[src/rtl/uart_rx_fifo_pkg.sv]
// rtl/uart_rx_fifo_pkg.sv - default geometry of the UART receive buffer
package uart_rx_fifo_pkg;

    // Byte width produced by uart_rx
    localparam int UART_DATA_BITS_DEFAULT  = 8;
    // 16-entry buffer by default
    localparam int UART_DEPTH_LOG2_DEFAULT = 4;
    // Supported depth range (2 .. 1024 entries)
    localparam int UART_DEPTH_LOG2_MIN     = 1;
    localparam int UART_DEPTH_LOG2_MAX     = 10;

endpackage

[src/rtl/uart_rx_fifo_mem.sv]
// rtl/uart_rx_fifo_mem.sv - FIFO storage, sync write port and async read port
module fifo_mem #(
    parameter int DATA_BITS  = 8,
    parameter int DEPTH_LOG2 = 4
) (
    input  logic                  clk,
    input  logic                  we,
    input  logic [DEPTH_LOG2-1:0] waddr,
    input  logic [DATA_BITS-1:0]  wdata,
    input  logic [DEPTH_LOG2-1:0] raddr,
    output logic [DATA_BITS-1:0]  rdata
);

    localparam int DEPTH = 1 << DEPTH_LOG2;

    logic [DATA_BITS-1:0] mem_q [DEPTH];

    // Write port: storage is never reset so it can map to distributed RAM
    always_ff @(posedge clk) begin
        if (we) begin
            mem_q[waddr] <= wdata;
        end
    end

    // Read port is combinational to give first-word-fall-through at the top
    assign rdata = mem_q[raddr];

endmodule

[src/rtl/uart_rx_fifo.sv]
// rtl/uart_rx_fifo.sv - receive byte buffer behind uart_rx with occupancy and sticky overflow
module uart_rx_fifo
    import uart_rx_fifo_pkg::*;
#(
    parameter int DATA_BITS  = UART_DATA_BITS_DEFAULT,
    parameter int DEPTH_LOG2 = UART_DEPTH_LOG2_DEFAULT
) (
    input  logic                  clk,
    input  logic                  rst_n,
    input  logic [DATA_BITS-1:0]  wr_data,
    input  logic                  wr_en,
    output logic [DATA_BITS-1:0]  rd_data,
    output logic                  rd_valid,
    input  logic                  rd_ready,
    output logic [DEPTH_LOG2:0]   count,
    output logic                  full,
    output logic                  empty,
    output logic                  overflow,
    input  logic                  ovf_clr
);

    localparam int DEPTH = 1 << DEPTH_LOG2;
    localparam logic [DEPTH_LOG2:0] DEPTH_CNT = (DEPTH_LOG2 + 1)'(DEPTH);

    // One extra pointer bit separates the full and empty cases
    logic [DEPTH_LOG2:0] wr_ptr_q, wr_ptr_d;
    logic [DEPTH_LOG2:0] rd_ptr_q, rd_ptr_d;
    logic                overflow_q, overflow_d;
    logic                push;
    logic                pop;
    logic                drop;

    // Flags decode only the registered pointers, so inputs cannot glitch them
    always_comb begin
        count    = wr_ptr_q - rd_ptr_q;
        full     = (count == DEPTH_CNT);
        empty    = (count == '0);
        rd_valid = !empty;
        overflow = overflow_q;
    end

    // A pop frees a slot in the same cycle, so a write to a full FIFO with a pop is accepted
    always_comb begin
        pop  = rd_ready & rd_valid;
        push = wr_en & (!full | pop);
        drop = wr_en & full & !pop;
    end

    // Next-state for pointers and the sticky overflow flag (a new drop beats a clear)
    always_comb begin
        wr_ptr_d   = wr_ptr_q;
        rd_ptr_d   = rd_ptr_q;
        overflow_d = overflow_q;
        if (push) begin
            wr_ptr_d = wr_ptr_q + 1'b1;
        end
        if (pop) begin
            rd_ptr_d = rd_ptr_q + 1'b1;
        end
        if (drop) begin
            overflow_d = 1'b1;
        end else if (ovf_clr) begin
            overflow_d = 1'b0;
        end
    end

    // Control state; reset discards everything queued
    always_ff @(posedge clk or negedge rst_n) begin
        if (!rst_n) begin
            wr_ptr_q   <= '0;
            rd_ptr_q   <= '0;
            overflow_q <= 1'b0;
        end else begin
            wr_ptr_q   <= wr_ptr_d;
            rd_ptr_q   <= rd_ptr_d;
            overflow_q <= overflow_d;
        end
    end

    fifo_mem #(
        .DATA_BITS  (DATA_BITS),
        .DEPTH_LOG2 (DEPTH_LOG2)
    ) u_mem (
        .clk   (clk),
        .we    (push),
        .waddr (wr_ptr_q[DEPTH_LOG2-1:0]),
        .wdata (wr_data),
        .raddr (rd_ptr_q[DEPTH_LOG2-1:0]),
        .rdata (rd_data)
    );

endmodule

[config.mk]
export PLATFORM = sky130hd
export DESIGN_NAME = uart_rx_fifo
export DESIGN_NICKNAME = d
export VERILOG_FILES = /design/src/rtl/uart_rx_fifo_pkg.sv /design/src/rtl/uart_rx_fifo_mem.sv /design/src/rtl/uart_rx_fifo.sv
export SDC_FILE = /design/constraint.sdc
export NUM_CORES = 1
export LEC_CHECK = 0
export ABC_AREA = 1
export CAP_MARGIN = 0
export CORE_MARGIN = 2
export CORE_UTILIZATION = 60
export DETAILED_ROUTE_END_ITERATION = 12
export PLACE_DENSITY = 0.8
export SYNTH_ARGS = -nofsm -noshare
export SYNTH_HDL_FRONTEND = slang
export SYNTH_SLANG_ARGS = --single-unit
[constraint.sdc]
create_clock -name clk -period 3.09 [get_ports clk]
set_input_delay 0.4635 -clock clk [delete_from_list [all_inputs] [get_ports clk]]
set_output_delay 0.4635 -clock clk [all_outputs]
set_load 0.05 [all_outputs]
Yosys cells after proc, flatten, opt, wreduce, memory -nomap -nowiden
Memories as Yosys holds them, arrays and structs flattened.
Index checks and enable logic that the tools add are counted.
Cells by class
  $add $sub $neg: 3
  multipliers: 0
  div/mod/pow operators: 0
  magnitude comparators: 0
  equality and inequality tests: 1
  shifts and indexed selects: 0
  mux-type cells: 4
  bitwise logic cells: 5
  reduce and logical (&&, ||, !) cells: 5
Operator list (number)
  $add 5x1->5 const B: 2
  $eq 5x5->1 const B: 1
  $logic_not 5->1: 1
  $sub 5x5->5: 1
  $and 1x1->1: 4
  $mux 1: 4
  $logic_not 1->1: 3
  $reduce_bool 2->1: 1
  $or 1x1->1: 1
Storage, ports and cells
  flip-flop bits (word level): 11
  bits in latches: 0
  memory bits (writable): 128
  memory bits (read-only): 0
  bits of input ports: 13
  logic and storage cells: 22
  memories kept: 1
Memory list
  u_mem.mem_q: words 16, width 8, rd ports 1, clocked after memory_dff 0, write ports 1, line uart_rx_fifo_mem.sv:16  | logic [DATA_BITS-1:0] mem_q [DEPTH];

Longest topological paths before layout
  depth in word-level cells: 8
  gate-level depth with buffers: 13
  mapped depth without buffers: 13

By module
Synthesis repeated with hierarchy kept, for this count alone.
Second synthesis, totals
  cells, all modules: 639
  area total of the unflattened synthesis: 6413.7 µm²
By module, submodules not included
  fifo_mem: times used 1, cells an instance 543, area an instance 5606.6 µm², seq. area each 3843.7 µm²
  uart_rx_fifo: times used 1, cells an instance 96, area an instance 807.0 µm², seq. area each 275.3 µm²

Worst setup path before layout
OpenSTA, ideal clock, no wires.
  kind: register -> register
  start point: reg wr_ptr_q[0]
  end point: mem u_mem.mem_q[12][0], enable pin
  setup time: 0.370 ns
  arrival: 2.876 ns
  data required time: 2.720 ns
  setup slack: -0.156 ns
  cell stages (with the launch flop): 11
  path through: dfrtp_1 inv_1 ha_1 inv_1 fa_1 xor2_1 nor2_2 nand4_4 nand2_4 buf_4 nor2_1
Between the ends
  cells in the longest elaborated chain, start to end: 8
  elaborated cells on any way between the ends: 10
RTL lines
  start: declaration: line uart_rx_fifo.sv:26  | logic [DEPTH_LOG2:0] wr_ptr_q, wr_ptr_d;
  start signal: assignment: line uart_rx_fifo.sv:74  | wr_ptr_q <= wr_ptr_d;
  $sub 5x5->5 (*): line uart_rx_fifo.sv:35  | count = wr_ptr_q - rd_ptr_q;
  via count[2]: line uart_rx_fifo.sv:15  | output logic [DEPTH_LOG2:0] count,
  $logic_not 5->1: line uart_rx_fifo.sv:37  | empty = (count == '0);
  $logic_not 1->1: line uart_rx_fifo.sv:38  | rd_valid = !empty;
  $and 1x1->1: line uart_rx_fifo.sv:44  | pop = rd_ready & rd_valid;
  $or 1x1->1 (*): line uart_rx_fifo.sv:45  | push = wr_en & (!full | pop);
  $and 1x1->1 (*): line uart_rx_fifo.sv:45
  $mux 1 (*): line uart_rx_fifo_mem.sv:20  | if (we) begin
  $mux 1 (implied by the code) (*): line uart_rx_fifo_mem.sv:21  | mem_q[waddr] <= wdata;
  end: declaration: line uart_rx_fifo_mem.sv:16
The timed path passes the listed nets; every way through them passes the cells marked *.

Worst setup path after layout
  start point: reg rd_ptr_q[0]
  end point: out rd_data[2]
Between the ends
  cells in the longest elaborated chain, start to end: 1
RTL lines
  start: declaration: line uart_rx_fifo.sv:27  | logic [DEPTH_LOG2:0] rd_ptr_q, rd_ptr_d;
  start signal: assignment: line uart_rx_fifo.sv:75  | rd_ptr_q <= rd_ptr_d;
  $mem_v2 16x8
  end: declaration: line uart_rx_fifo.sv:12  | output logic [DATA_BITS-1:0] rd_data,
Every way passes these cells.

==> results.sh <==
export IMPL_synth_cell_types=28
export IMPL_outcome="completed"
export IMPL_die_w_um=103
export IMPL_routed_wl_met2_mm=7.17
export IMPL_crit_chain="buf_4 -> nor2_1 -> nor2_1 -> o21ai_0 -> o211ai_1 -> o211ai_1 -> nand3_1 -> buf_12"
export IMPL_tightest_slew_ns=0.911
export IMPL_overflow=0
export IMPL_synth_compound_area_frac=0.0980
export IMPL_end_kind="output port"
export IMPL_synthCells=500
export IMPL_maxCapViolations=0
export IMPL_start_util=0.612
export IMPL_clockBufferDepth=2
export IMPL_top_layer="met4"
export IMPL_grt_pass1_wl_mm=22.6
export IMPL_criticalPathCategory="reg2out"
export IMPL_synthMuxAreaShare=0
export IMPL_chipHeight_um=103
export IMPL_cpMaxStageDelayCell="buf_4"
export IMPL_synth_nets=523
export IMPL_root_buffer="clkbuf_8"
export IMPL_clock_fmax_mhz=329
export IMPL_drv_slew=0
export IMPL_yosysTopAreaCellShare=0.649
export IMPL_portBuffers=29
export IMPL_worstHoldPathType="in2async"
export IMPL_total_power_mw=9.04
export IMPL_wire_per_inst_um=21.8
export IMPL_grt_pass1_vias=4105
export IMPL_setup_violations=0
export IMPL_clk_pin_slew_worst_paths_ns=0.06
export IMPL_post_place_ws_ns=0.172
export IMPL_power_leakage_nw=2.53
export IMPL_drt_pass1_iterations=7
export IMPL_grt_max_degree=68
export IMPL_synth_common_cells="edfxtp_1, nor2_1, o21ai_0"
export IMPL_p_per_area_mw_per_mm2=1260
export IMPL_antenna_cells=0
export IMPL_yosys_area_share_adder=0.0224
export IMPL_htreeDepth=4
export IMPL_pwr_share_seq=0.266
export IMPL_synth_simple_area_share=0.138
export IMPL_synth_top_family_by_area="simple AND/OR/NAND/NOR gates"
export IMPL_ir_drop_uv=1660
export IMPL_maxSlewHeadroom=0.391
export IMPL_synth_main_ff_cell="edfxtp_1"
export IMPL_timing_final_crit_share=0.982
export IMPL_layout_drive_gt1_share=0.148
export IMPL_die_area_mm2=0.0107
export IMPL_routed_via_density=6.20
export IMPL_met1_length_mm=5.67
export IMPL_fin_area_mm2=0.00719
export IMPL_period_needed_ns=3.04
export IMPL_placed_area_mm2=0.00646
export IMPL_cts_tree="done"
export IMPL_internal_power_mw=5.34
export IMPL_dp_hpwl_mm=8.91
export IMPL_synthTopCellsByArea="edfxtp_1, nor2_1, o21ai_0"
export IMPL_numCtsBuffers=17
export IMPL_route_met3_wl_mm=1.44
export IMPL_p_comb_frac=0.493
export IMPL_core_area_mm2=0.00968
export IMPL_yosysSeqAreaShare=0.695
export IMPL_postRouteAntennaNets=0
export IMPL_crit_arrival_ns=2.57
export IMPL_synth_top_cell_by_area="edfxtp_1"
export IMPL_swShare=0.410
export IMPL_drtIter0Drc=387
export IMPL_final_setup_worst_slack_ns=0.0544
export IMPL_final_hold_viol_count=0
export IMPL_cpPeakStageDelay_ns=0.52
export IMPL_track_usage=0.298
export IMPL_switching_power_mw=3.70
export IMPL_place_congestion=0.924
export IMPL_finalSetupTns_ns=0
export IMPL_crit_path_start_kind="flip-flop"
export IMPL_antenna_found_initial=0
export IMPL_critical_path_top_delay_family="buffers and inverters"
export IMPL_drc=0
export IMPL_finish_net_count=558
export IMPL_critPathBufInv=2
export IMPL_finClkSkew_ns=0.00849
export IMPL_drt_total_wl_mm=14.8
export IMPL_async_flop_share=0.0791
export IMPL_ys_warn_count=0
export IMPL_synth_xor_area_frac=0.0133
export IMPL_clock_power_share=0.241
export IMPL_ys_ff_latch=139
export IMPL_yosysMostFrequentCell="edfxtp_1"
export IMPL_syn_area_mm2=0.00593
export IMPL_syn_area_per_cell_um2=11.9
export IMPL_synth_edf_count=128
export IMPL_row_count=36
export IMPL_crit_fanout=67
export IMPL_cts_num_sinks=139
export IMPL_clk_latency_ns=0.53
export IMPL_ioPinCount=30
export IMPL_area_growth_pct=21.3
export IMPL_vias=4224
export IMPL_required_ns=2.63
routing by layer:
layer	GRT usage	up-vias
li1	-	1858
met1	0.402	2003
met2	0.460	307
met3	0.0712	56
met4	0.143	0
met5	0	-
flip-flops by register name, summed over array words and instances (netlist names):
name,flops
overflow,1
u_mem.mem_q,128
rd_ptr_q,5
wr_ptr_q,5
path summary, 6_finish.rpt:
| kind | from | end | slack (ns) | cells after the start |
|---|---|---|---|---|
| max | rd_ptr_q[0] | rd_data[2] | 0.05 | 8 |
| min | rst_n | wr_ptr_q[0] | 0.29 | 1 |
| max reg2reg | wr_ptr_q[0] | u_mem.mem_q[11][7] | 0.16 | 10 |
| min reg2reg | overflow | overflow | 0.54 | 2 |
| max in group asynchronous | rst_n | rd_ptr_q[0] | 2.40 | 1 |
| min in group clk | ovf_clr | overflow | 0.52 | 2 |
through the flow:
stage	hold slack, ns	cells	util
floorplan	0.168	500	-
global placement	0.479	641	0.667
detailed placement	0.499	641	0.667
CTS	0.306	675	0.736
global route	0.340	681	0.742
finish	0.295	681	0.742
power groups by stage:
stage / combinational, mW / clock, mW / sequential (mW)
final: 4.46 / 2.17 / 2.41
after global routing: 4.72 / 2.25 / 2.42
after CTS: 4.31 / 2.18 / 2.39
after detailed placement: 4.16 / 0 / 2.43
after global placement: 4.11 / 0 / 2.42
after floorplan: 2.54 / 0 / 2.40
cells by family (layout without fill, tap and decap cells):
kind of cell               Yosys count  count (layout)
DFF                                139             139
xor gates and xnor gates             9               9
buffers and inverters               45              93
AOI/OAI and AO/OA                  103             103
and+or+nand+nor                    194             194
adders and majority gates           10              10
cells in the final DEF (no fill, tap or decap), types with 2 or more instances in the layout:
cell type,netlist,routed
o22ai_1,16,16
o21ai_0,69,69
nand2_2,7,7
inv_2,1,2
nor2_4,0,2
ha_1,9,9
inv_6,0,3
a21oi_1,2,2
dfrtp_1,11,10
o211ai_1,12,12
bufinv_16,0,5
clkbuf_16,0,16
clkinvlp_4,0,6
inv_1,16,12
clkdlybuf4s50_1,0,14
xnor2_1,3,3
xor2_1,6,5
o221ai_1,4,4
edfxtp_1,128,128
buf_4,1,14
clkinv_2,0,2
nor2_1,97,96
nand3_1,29,29
buf_12,0,15
nand2_1,56,56
final cells by class:
cell class / count / area, um^2
Sequential cell: 139 / 4120
Clock buffer: 18 / 418
Fill cell: 572 / 2490
Clock inverter: 14 / 218
Multi-Input combinational cell: 316 / 1640
Tap cell: 133 / 166
Timing Repair Buffer: 43 / 546
Inverter: 18 / 78.8
what timing repair did:
item | CTS | global route
buffers inserted | 2 | 6
pin swaps | 1 | 3
resized for setup | 3 | 6
hold endpoints to repair | 0 | 0
endpoints found under the setup margin | 3 | 110
hold buffers | 0 | 0
(Power assumes the default switching activity.)
